### src/rtl/ripple_carry_adder_reg_if.sv
// Operand/result bundle for the registered ripple-carry adder.
// The master drives operands and consumes results; the slave is the adder.
interface ripple_carry_adder_reg_if #(
    parameter int WIDTH = 4
);
    logic             in_valid;
    logic [WIDTH-1:0] a;
    logic [WIDTH-1:0] b;
    logic             cin;
    logic [WIDTH-1:0] sum;
    logic             cout;
    logic             ovf;
    logic             out_valid;

    modport master (
        output in_valid, a, b, cin,
        input  sum, cout, ovf, out_valid
    );

    modport slave (
        input  in_valid, a, b, cin,
        output sum, cout, ovf, out_valid
    );
endinterface

### src/rtl/ripple_carry_adder_reg.sv
// Single-cycle registered ripple-carry adder: A + B + cin through a chain of
// 1-bit full-adder stages, with sum, carry-out and signed overflow captured
// on the clock edge whenever the operands are flagged valid.
module ripple_carry_adder_reg #(
    parameter int WIDTH = 4
) (
    input  logic                       clk,
    input  logic                       rst_n,
    ripple_carry_adder_reg_if.slave    bus
);

    logic [WIDTH:0]   carryChain;
    logic [WIDTH-1:0] stageSum;
    logic             ovfNext;

    logic [WIDTH-1:0] sum_d, sum_q;
    logic             cout_d, cout_q;
    logic             ovf_d, ovf_q;
    logic             outValid_d, outValid_q;

    // Ripple the carry through one full-adder stage per bit, LSB first.
    always_comb begin
        carryChain    = '0;
        stageSum      = '0;
        carryChain[0] = bus.cin;
        for (int i = 0; i < WIDTH; i++) begin
            stageSum[i]     = bus.a[i] ^ bus.b[i] ^ carryChain[i];
            carryChain[i+1] = (bus.a[i] & bus.b[i])
                            | (bus.a[i] & carryChain[i])
                            | (bus.b[i] & carryChain[i]);
        end
        ovfNext = carryChain[WIDTH] ^ carryChain[WIDTH-1];
    end

    // Load a new result only on valid operands so idle inputs never disturb the held outputs.
    always_comb begin
        sum_d      = sum_q;
        cout_d     = cout_q;
        ovf_d      = ovf_q;
        outValid_d = 1'b0;
        if (bus.in_valid) begin
            sum_d      = stageSum;
            cout_d     = carryChain[WIDTH];
            ovf_d      = ovfNext;
            outValid_d = 1'b1;
        end
    end

    // Result registers; reset wins over a simultaneous valid and drops any in-flight result.
    always_ff @(posedge clk) begin
        if (!rst_n) begin
            sum_q      <= '0;
            cout_q     <= 1'b0;
            ovf_q      <= 1'b0;
            outValid_q <= 1'b0;
        end else begin
            sum_q      <= sum_d;
            cout_q     <= cout_d;
            ovf_q      <= ovf_d;
            outValid_q <= outValid_d;
        end
    end

    assign bus.sum       = sum_q;
    assign bus.cout      = cout_q;
    assign bus.ovf       = ovf_q;
    assign bus.out_valid = outValid_q;

endmodule

### src/flat_wrapper.sv
// flat-port wrapper written by rule: the top's interface ports become plain ports
module ripple_carry_adder_reg_flat 
#(
    parameter int WIDTH = 4
)
  (clk, rst_n, bus_in_valid, bus_a, bus_b, bus_cin, bus_sum, bus_cout, bus_ovf, bus_out_valid);
  ripple_carry_adder_reg_if #(.WIDTH(WIDTH)) bus_i ();
  input  logic clk;
  input  logic rst_n;
  input wire logic [$bits(bus_i.in_valid)-1:0] bus_in_valid;
  input wire logic [$bits(bus_i.a)-1:0] bus_a;
  input wire logic [$bits(bus_i.b)-1:0] bus_b;
  input wire logic [$bits(bus_i.cin)-1:0] bus_cin;
  output wire logic [$bits(bus_i.sum)-1:0] bus_sum;
  output wire logic [$bits(bus_i.cout)-1:0] bus_cout;
  output wire logic [$bits(bus_i.ovf)-1:0] bus_ovf;
  output wire logic [$bits(bus_i.out_valid)-1:0] bus_out_valid;
  assign bus_i.in_valid = bus_in_valid;
  assign bus_i.a = bus_a;
  assign bus_i.b = bus_b;
  assign bus_i.cin = bus_cin;
  assign bus_sum = bus_i.sum;
  assign bus_cout = bus_i.cout;
  assign bus_ovf = bus_i.ovf;
  assign bus_out_valid = bus_i.out_valid;
  ripple_carry_adder_reg #(.WIDTH(WIDTH)) u_core (.clk(clk), .rst_n(rst_n), .bus(bus_i));
endmodule
### config.mk
export PLATFORM = sky130hd
export DESIGN_NAME = ripple_carry_adder_reg_flat
export DESIGN_NICKNAME = d
export VERILOG_FILES = /design/src/rtl/ripple_carry_adder_reg_if.sv /design/src/rtl/ripple_carry_adder_reg.sv /design/src/flat_wrapper.sv
export SDC_FILE = /design/constraint.sdc
export NUM_CORES = 1
export LEC_CHECK = 0
export CORE_AREA = 10 10 47 49
export CTS_BUF_LIST = sky130_fd_sc_hd__clkbuf_2 sky130_fd_sc_hd__clkbuf_4 sky130_fd_sc_hd__clkbuf_8
export DETAILED_ROUTE_END_ITERATION = 12
export DIE_AREA = 0 0 57 59
export PLACE_DENSITY = 0.55
export SLEW_MARGIN = 20
export SYNTH_ARGS = -nofsm -noshare
export SYNTH_HDL_FRONTEND = slang
export SYNTH_SLANG_ARGS = --single-unit
### constraint.sdc
create_clock -name clk -period 6.3 [get_ports clk]
set_input_delay 1.26 -clock clk [delete_from_list [all_inputs] [get_ports clk]]
set_output_delay 1.26 -clock clk [all_outputs]
set_load 0.02 [all_outputs]
# [Word level (Yosys, flattened, before mapping)]
# Cells that the tools add are included.
[totals] word_cells=34 out_inout_bits=7 regBits=7
[classes] mux=1 bitwise_logic=29
[ops] op="$and 1x1->1" n=12
[ops] op="$xor 1x1->1" n=9
[ops] op="$or 1x1->1" n=8
[ops] op="$mux 1" n=1

# [Longest topological paths before layout]
# Gate-level depths: netlist of run 1.
[logic_depth] ltp_word=13 mapped_depth=9

# [Least setup slack after synthesis of run 1]
# Ideal clock, no wire load.
[synth_timing] path_kind="input to register" startpoint="input port bus_cin" endpoint="register u_core.sum_q[3] (netlist: u_core.bus.sum[3])" slack_ps=3303 path_stages=9 t_arrival_ps=2939 path_buffers=0 path_cell_list="inv_1 > fa_1 > inv_1 > fa_1 > fa_1 > inv_1 > fa_1 > nand2_1 > o211a_1"
[synth_between] elab_chain_len=10 word_cells_on_any_way=13 cone_classes="bitwise: 13"
[synth_rtl] element="start: declaration" line="flat_wrapper.sv:13" text="input wire logic [$bits(bus_i.cin)-1:0] bus_cin;"
[synth_rtl] element="$and 1x1->1" line="ripple_carry_adder_reg.sv:29" text="| (bus.a[i] & carryChain[i])"
[synth_rtl] element="$or 1x1->1" line="ripple_carry_adder_reg.sv:29"
[synth_rtl] element="$or 1x1->1 (*)" line="ripple_carry_adder_reg.sv:30" text="| (bus.b[i] & carryChain[i]);"
[synth_rtl] element="$and 1x1->1" line="ripple_carry_adder_reg.sv:29"
[synth_rtl] element="$or 1x1->1" line="ripple_carry_adder_reg.sv:29"
[synth_rtl] element="$or 1x1->1 (*)" line="ripple_carry_adder_reg.sv:30"
[synth_rtl] element="$and 1x1->1" line="ripple_carry_adder_reg.sv:29"
[synth_rtl] element="$or 1x1->1" line="ripple_carry_adder_reg.sv:29"
[synth_rtl] element="$or 1x1->1 (*)" line="ripple_carry_adder_reg.sv:30"
[synth_rtl] element="$xor 1x1->1 (*)" line="ripple_carry_adder_reg.sv:27" text="stageSum[i] = bus.a[i] ^ bus.b[i] ^ carryChain[i];"
[synth_rtl] element="end signal: assignment" line="ripple_carry_adder_reg.sv:57" text="sum_q <= sum_d;"
[synth_rtl] element="end: declaration" line="ripple_carry_adder_reg.sv:16" text="logic [WIDTH-1:0] sum_d, sum_q;"
# Every way passes the cells marked *; elsewhere a longest branch is shown, timed or not.
# A chain may end at the register's enable or synchronous reset.

# [Worst setup path in the final report of run 1]
[layout_timing] startpoint="input port bus_cin" endpoint="register u_core.ovf_q (netlist: u_core.bus.ovf)"
[layout_between] elab_chain_len=13 word_cells_on_any_way=17 cone_classes="bitwise: 17"
[layout_rtl] element="$and 1x1->1" line="ripple_carry_adder_reg.sv:29"
[layout_rtl] element="$or 1x1->1" line="ripple_carry_adder_reg.sv:29"
[layout_rtl] element="$or 1x1->1 (*)" line="ripple_carry_adder_reg.sv:30"
[layout_rtl] element="$and 1x1->1" line="ripple_carry_adder_reg.sv:29"
[layout_rtl] element="$or 1x1->1" line="ripple_carry_adder_reg.sv:29"
[layout_rtl] element="$or 1x1->1 (*)" line="ripple_carry_adder_reg.sv:30"
[layout_rtl] element="$and 1x1->1" line="ripple_carry_adder_reg.sv:29"
[layout_rtl] element="$or 1x1->1" line="ripple_carry_adder_reg.sv:29"
[layout_rtl] element="$or 1x1->1 (*)" line="ripple_carry_adder_reg.sv:30"
[layout_rtl] element="$and 1x1->1" line="ripple_carry_adder_reg.sv:29"
[layout_rtl] element="$or 1x1->1" line="ripple_carry_adder_reg.sv:29"
[layout_rtl] element="$or 1x1->1" line="ripple_carry_adder_reg.sv:30"
[layout_rtl] element="$xor 1x1->1 (*)" line="ripple_carry_adder_reg.sv:32" text="ovfNext = carryChain[WIDTH] ^ carryChain[WIDTH-1];"
[layout_rtl] element="end signal: assignment" line="ripple_carry_adder_reg.sv:59" text="ovf_q <= ovf_d;"
[layout_rtl] element="end: declaration" line="ripple_carry_adder_reg.sv:18" text="logic ovf_d, ovf_q;"
# Marked as above.

==> results of run 1 <==
[final timing paths]
check	slack [ps]	cells after the start	to
worst max-delay path	3040	10	u_core.bus.ovf
worst min-delay path	480	1	u_core.bus.sum[0]
worst max register to register	5540	2	u_core.bus.ovf
worst min register to register	480	1	u_core.bus.sum[0]
[stage by stage]
step	cells	power [W]	hold WS, ps	cell area [um^2]
after global routing	70	0.000142	519	583
final	70	0.000132	483	583
after detailed placement	66	0.0000874	474	553
after CTS	70	0.000134	489	583
after floorplan	33	0.0000698	589	364
after global placement	66	0.0000876	461	553
[synthesized netlist by cell type]
| library cell | count |
|---|---|
| dfxtp_1 | 7 |
| inv_1 | 7 |
| fa_1 | 4 |
| nand2_1 | 3 |
| nor2b_1 | 3 |
| o211a_1 | 3 |
| mux2i_1 | 2 |
| a22o_1 | 1 |
| and2_4 | 1 |
| buf_6 | 1 |
| xnor2_1 | 1 |
[sequential cells by signal (all words and copies together), names as in the netlist]
| name | flops |
|---|---|
| u_core.bus.sum | 4 |
| u_core.bus.cout | 1 |
| u_core.bus.ovf | 1 |
| u_core.bus.out_valid | 1 |
[logic make-up after synthesis]
kind of cell | after synthesis
fa+ha+maj | 4
compound gates | 4
mux | 2
flops | 7
simple gates | 7
xor+xnor | 1
buf+inv | 8
[metal layers]
layer  up-vias  part of all wire (%)
met5         -                     0
met4         0                     0
met3         0                    13
met2        11                    45
met1       134                    43
li1        144                     -
[final cells by class]
| cell class | count | area share, % |
|---|---|---|
| Clock buffer | 4 | 5.15 |
| Inverter | 7 | 4.51 |
| Multi-Input combinational cell | 18 | 32.0 |
| Sequential cell | 7 | 24.0 |
| Tap cell | 16 | 3.43 |
| Timing Repair Buffer | 18 | 30.9 |
[worst register-to-register path, cell delays in order, from the launching register on]
cell,delay (ps)
dfxtp_1,300
nor2b_1,120
a22o_1,230
[report_power, final]
group          switching [W]  internal, W
registers         0.00000183    0.0000484
logic              0.0000152    0.0000202
clock network      0.0000174    0.0000285
total              0.0000344    0.0000972
==> impl_metrics.py, run 1 <==
metrics = {
    "status": {
        "status": "complete, no violations",
    },
    "sta": {
        "worst_slack_ps": 3040,
        "slew_headroom_pct": 73.5,
        "finalMaxSlewViolations": 0,
        "tightest_slew_ps": 396,
        "hold_viol": 0,
        "max_freq_ghz": 0.306,
        "skew_ps": 0,
        "min_period_ps": 3260,
        "tns_ps": 0,
        "finalSetupViolations": 0,
        "rsz0062_at_grt": "no",
        "post-route-period-util_pct": 51.8,
    },
    "yosys": {
        "yosysSeqAreaShare_pct": 38.5,
        "synth_area_leaders": "dfxtp_1 (38%), fa_1 (22%), o211a_1 (8.2%), inv_1 (7.2%), mux2i_1 (5.5%)",
        "syn-cell-area_um2": 364,
        "synth_fa_ha_area_share_pct": 22.0,
        "ys_warn_count": 0,
        "synth_compound_area_share_pct": 10.7,
        "ys_types": 11,
        "synth.avg_cell_area_um2": 11.0,
        "netlist.top_cell.by_area": "dfxtp_1",
        "synth_nets": 49,
        "synthMuxAreaShare_pct": 5.50,
        "yosys.area_share.xor_xnor_pct": 2.41,
        "synth-simple-area-share_pct": 10.7,
        "synth_top_family_by_area": "adder cells",
        "ys_seq_elements": 7,
        "synth_top_area_share_pct": 38.5,
        "synth_cells": 33,
    },
    "power": {
        "ir_drop_uv": 97.9,
        "leakage_nw": 0.276,
        "powerDensity_nw_per_um2": 226,
    },
    "global_route": {
        "grt_pass1_wl_um": 1330,
        "overflow": 0,
        "grt_max_degree": 11,
        "antenna_found_initial": 0,
        "use_met1_pct": 4.57,
        "grt.total_usage_pct": 5.30,
        "first_global_vias": 336,
        "grt_use_met3_pct": 4.72,
        "met2_usage_pct": 7.75,
        "busiest_layer": "met2",
    },
    "layout": {
        "nets": 71,
        "nFillCells": 157,
        "post-route-util_pct": 41.6,
        "mostFrequentLayoutCells": "clkdlybuf4s50_1 (18), inv_1 (7), dfxtp_1 (7)",
        "antenna_cells": 0,
        "mostFrequentLayoutCell": "clkdlybuf4s50_1",
        "multi_input_area_um2": 186,
        "drive_above_1_share_pct": 9.26,
        "syn2layout_area_growth_pct": 60.1,
        "seq_area_um2": 140,
    },
    "clock_network": {
        "cts_setup_buffers": 0,
        "clk_pin_slew_ps": 60,
        "cts_tree": "yes",
        "post_cts_resized": 0,
        "cts.sinks": 7,
        "clockRootBuffer": "clkbuf_4",
        "ctsHoldBuffers": 0,
        "clk_latency_ps": 240,
        "numCtsBuffers": 3,
        "cts_buffer_depth": 2,
        "htree_num_levels": 1,
    },
    "floorplan": {
        "pin_count": 19,
        "die_w_um": 57,
        "fp.dieH_um": 59,
        "core_um2": 1400,
        "start_util_pct": 26.0,
        "die-area_um2": 3360,
        "num_rows": 14,
    },
    "critical_path": {
        "cp_common_cell": "fa_1",
        "critPathSlowestCell": "clkdlybuf4s50_1",
        "cp.required_ps": 6440,
        "arrival_ps": 3400,
        "crit_family": "adder cells",
        "r2r_start": "u_core.bus.ovf",
        "startpoint": "bus_cin",
        "cp_max_fo": 2,
        "critPathMaxStageDelay_ps": 450,
        "crit_type": "primary input to flop",
        "critPathBufInv": 4,
        "worstSetupEndpointType": "flop",
        "critical_path.startpoint_type": "primary input",
        "crit_chain": "clkdlybuf4s50_1 -> inv_1 -> fa_1 -> inv_1 -> fa_1 -> fa_1 -> inv_1 -> fa_1 -> xnor2_1 -> a22o_1",
    },
    "job": {
        "drv_cap": 0,
    },
    "worst_hold_path": {
        "hp-class": "flop to flop",
        "hp-start": "u_core.bus.sum[0]",
    },
    "placement": {
        "port_buffers": 18,
        "hpwl_um": 662,
        "dp_slack_ps": 2760,
        "gp_congestion": 0.628,
    },
    "detailed_routing": {
        "finalWirelength_um": 795,
        "drtIter0Drc": 0,
        "via_count": 289,
        "antenna_left": 0,
        "drt-vias-per-instance": 4.13,
        "drc_errors": 0,
        "wl_per_cell_um": 11.4,
        "firstDrtPassIters": 1,
    },
}
No activity file was read; power rests on OpenSTA's default activity.
==> run 2, diff against run 1 <==
- clock period: 6.3 -> 3.15 ns (I/O delays scaled with it)
==> run 2 against run 1 <==
  * Setup slack worse by 2500 ps
  * First-iteration DRC count is 2 higher
  * Register-to-register slack worse by 3200 ps
  * Largest power group unchanged
  * Via count is 2.8% lower
  * Sequential share of layout area stayed put
  * Sequential cell count stayed put
  * Clock skew stayed put
  * Die area stayed put
  * Critical endpoint unchanged
==> impl_metrics.py, run 2 (synthesis results as in run 1) <==
metrics = {
    "critical_path": {
        "critPathBufInv": 4,
        "cp.required_ps": 3290,
        "arrival_ps": 2770,
        "crit_type": "primary input to flop",
        "crit_chain": "clkdlybuf4s50_1 -> inv_1 -> fa_1 -> inv_1 -> fa_1 -> fa_1 -> inv_1 -> fa_1 -> xnor2_1 -> a22o_1",
        "reg2reg_depth": 2,
        "worstSetupEndpointType": "flop",
        "cp_max_fo": 2,
        "crit_family": "adder cells",
        "critPathMaxStageDelay_ps": 450,
        "critical_path.startpoint_type": "primary input",
        "cp_common_cell": "fa_1",
        "cp_num_cells": 10,
        "critPathSlowestCell": "clkdlybuf4s50_1",
    },
    "detailed_routing": {
        "antenna_left": 0,
        "drt-vias-per-instance": 4.01,
        "drc_errors": 0,
        "finalWirelength_um": 748,
        "wl_per_cell_um": 10.7,
        "firstDrtPassIters": 2,
        "drtIter0Drc": 2,
        "via_count": 281,
    },
    "layout": {
        "drive_above_1_share_pct": 9.26,
        "largest_reg_flops": 4,
        "nFillCells": 164,
        "mostFrequentLayoutCells": "clkdlybuf4s50_1 (18), inv_1 (7), dfxtp_1 (7)",
        "antenna_cells": 0,
        "syn2layout_area_growth_pct": 60.1,
        "nets": 71,
        "mostFrequentLayoutCell": "clkdlybuf4s50_1",
        "final_area_um2": 583,
    },
    "clock_network": {
        "post_cts_resized": 0,
        "clk_pin_slew_ps": 50,
        "htree_num_levels": 1,
        "numCtsBuffers": 3,
        "cts_setup_buffers": 0,
        "cts.sinks": 7,
        "clk_latency_ps": 250,
        "ctsHoldBuffers": 0,
        "clockRootBuffer": "clkbuf_4",
        "cts_buffer_depth": 2,
        "cts_tree": "yes",
    },
    "power": {
        "pwr-share-clk_pct": 34.0,
        "ir_drop_uv": 202,
        "seq_power_share_pct": 38.7,
        "power_frac_comb_pct": 27.3,
        "power.switching_w": 0.0000653,
        "swShare_pct": 25.1,
        "powerDensity_nw_per_um2": 446,
        "intPower_w": 0.000195,
        "leakage_nw": 0.276,
    },
    "sta": {
        "max_freq_ghz": 0.381,
        "finalSetupViolations": 0,
        "tns_ps": 0,
        "hold_viol": 0,
        "tightest_slew_ps": 376,
        "slew_headroom_pct": 74.9,
        "skew_ps": 0,
        "finalMaxSlewViolations": 0,
        "holdWs_ps": 479,
        "rsz0062_at_grt": "no",
        "post-route-period-util_pct": 83.4,
        "min_period_ps": 2630,
    },
    "worst_hold_path": {
        "hp-class": "flop to flop",
        "hold_depth": 1,
    },
    "placement": {
        "port_buffers": 18,
        "gp_congestion": 0.576,
        "hpwl_um": 647,
        "placed_area_um2": 553,
    },
    "global_route": {
        "grt_pass1_wl_um": 1200,
        "grt.total_usage_pct": 4.81,
        "grt_max_degree": 11,
        "overflow": 0,
        "first_global_vias": 293,
        "antenna_found_initial": 0,
    },
    "status": {
        "status": "complete, no violations",
    },
    "floorplan": {
        "pin_count": 19,
        "start_util_pct": 26.0,
        "fp.dieH_um": 59,
        "die_w_um": 57,
        "num_rows": 14,
        "die-area_um2": 3360,
        "core_um2": 1400,
    },
    "job": {
        "drv_cap": 0,
    },
}
==> run 2: cell type report <==
class,count,area [um^2],share of cell area [%]
sequential,7,140,24.0
multi-input combinational,18,186,32.0
tap,16,20.0,3.43
clock buffer,4,30.0,5.15
timing repair buffer,18,180,30.9
inverter,7,26.3,4.51
==> run 2: path summary, 6_finish.rpt <==
path | from | endpoint | slack (ps)
hold / removal | u_core.bus.sum[3] | u_core.bus.sum[3] | 480
setup / recovery | bus_cin | u_core.bus.ovf | 520
setup reg to reg | u_core.bus.ovf | u_core.bus.ovf | 2390
hold reg to reg | u_core.bus.sum[3] | u_core.bus.sum[3] | 480
==> run 2: power groups by stage <==
stage	clock network (W)	logic (W)	registers (W)
floorplan	0	0.0000272	0.000112
global placement	0	0.0000726	0.000102
detailed placement	0	0.0000728	0.000102
CTS	0.0000945	0.0000732	0.000101
global route	0.0000973	0.0000784	0.000102
finish	0.0000884	0.0000710	0.000100
==> run 2: worst reg2reg max path, cell delays in order, from the launching register on <==
cell and delay [ps]:
dfxtp_1 300, nor2b_1 120, a22o_1 230
==> run 2: layer usage <==
metal	part of all wire, %	global-route usage [%]	vias to the layer above	wire length [um]
met4	0	2.01	0	0
li1	-	-	142	-
met5	0	0	-	0
met2	47	7.44	13	350
met1	40	3.82	126	296
met3	14	5.36	0	101
==> run 2: through the flow <==
step	std cells	worst slack (ps)	util (%)	total power, W
after global routing	70	420	41.6	0.000277
final	70	524	41.6	0.000260
after detailed placement	66	243	39.5	0.000175
after floorplan	33	783	-	0.000140
after CTS	70	504	41.6	0.000268
after global placement	66	268	39.5	0.000175
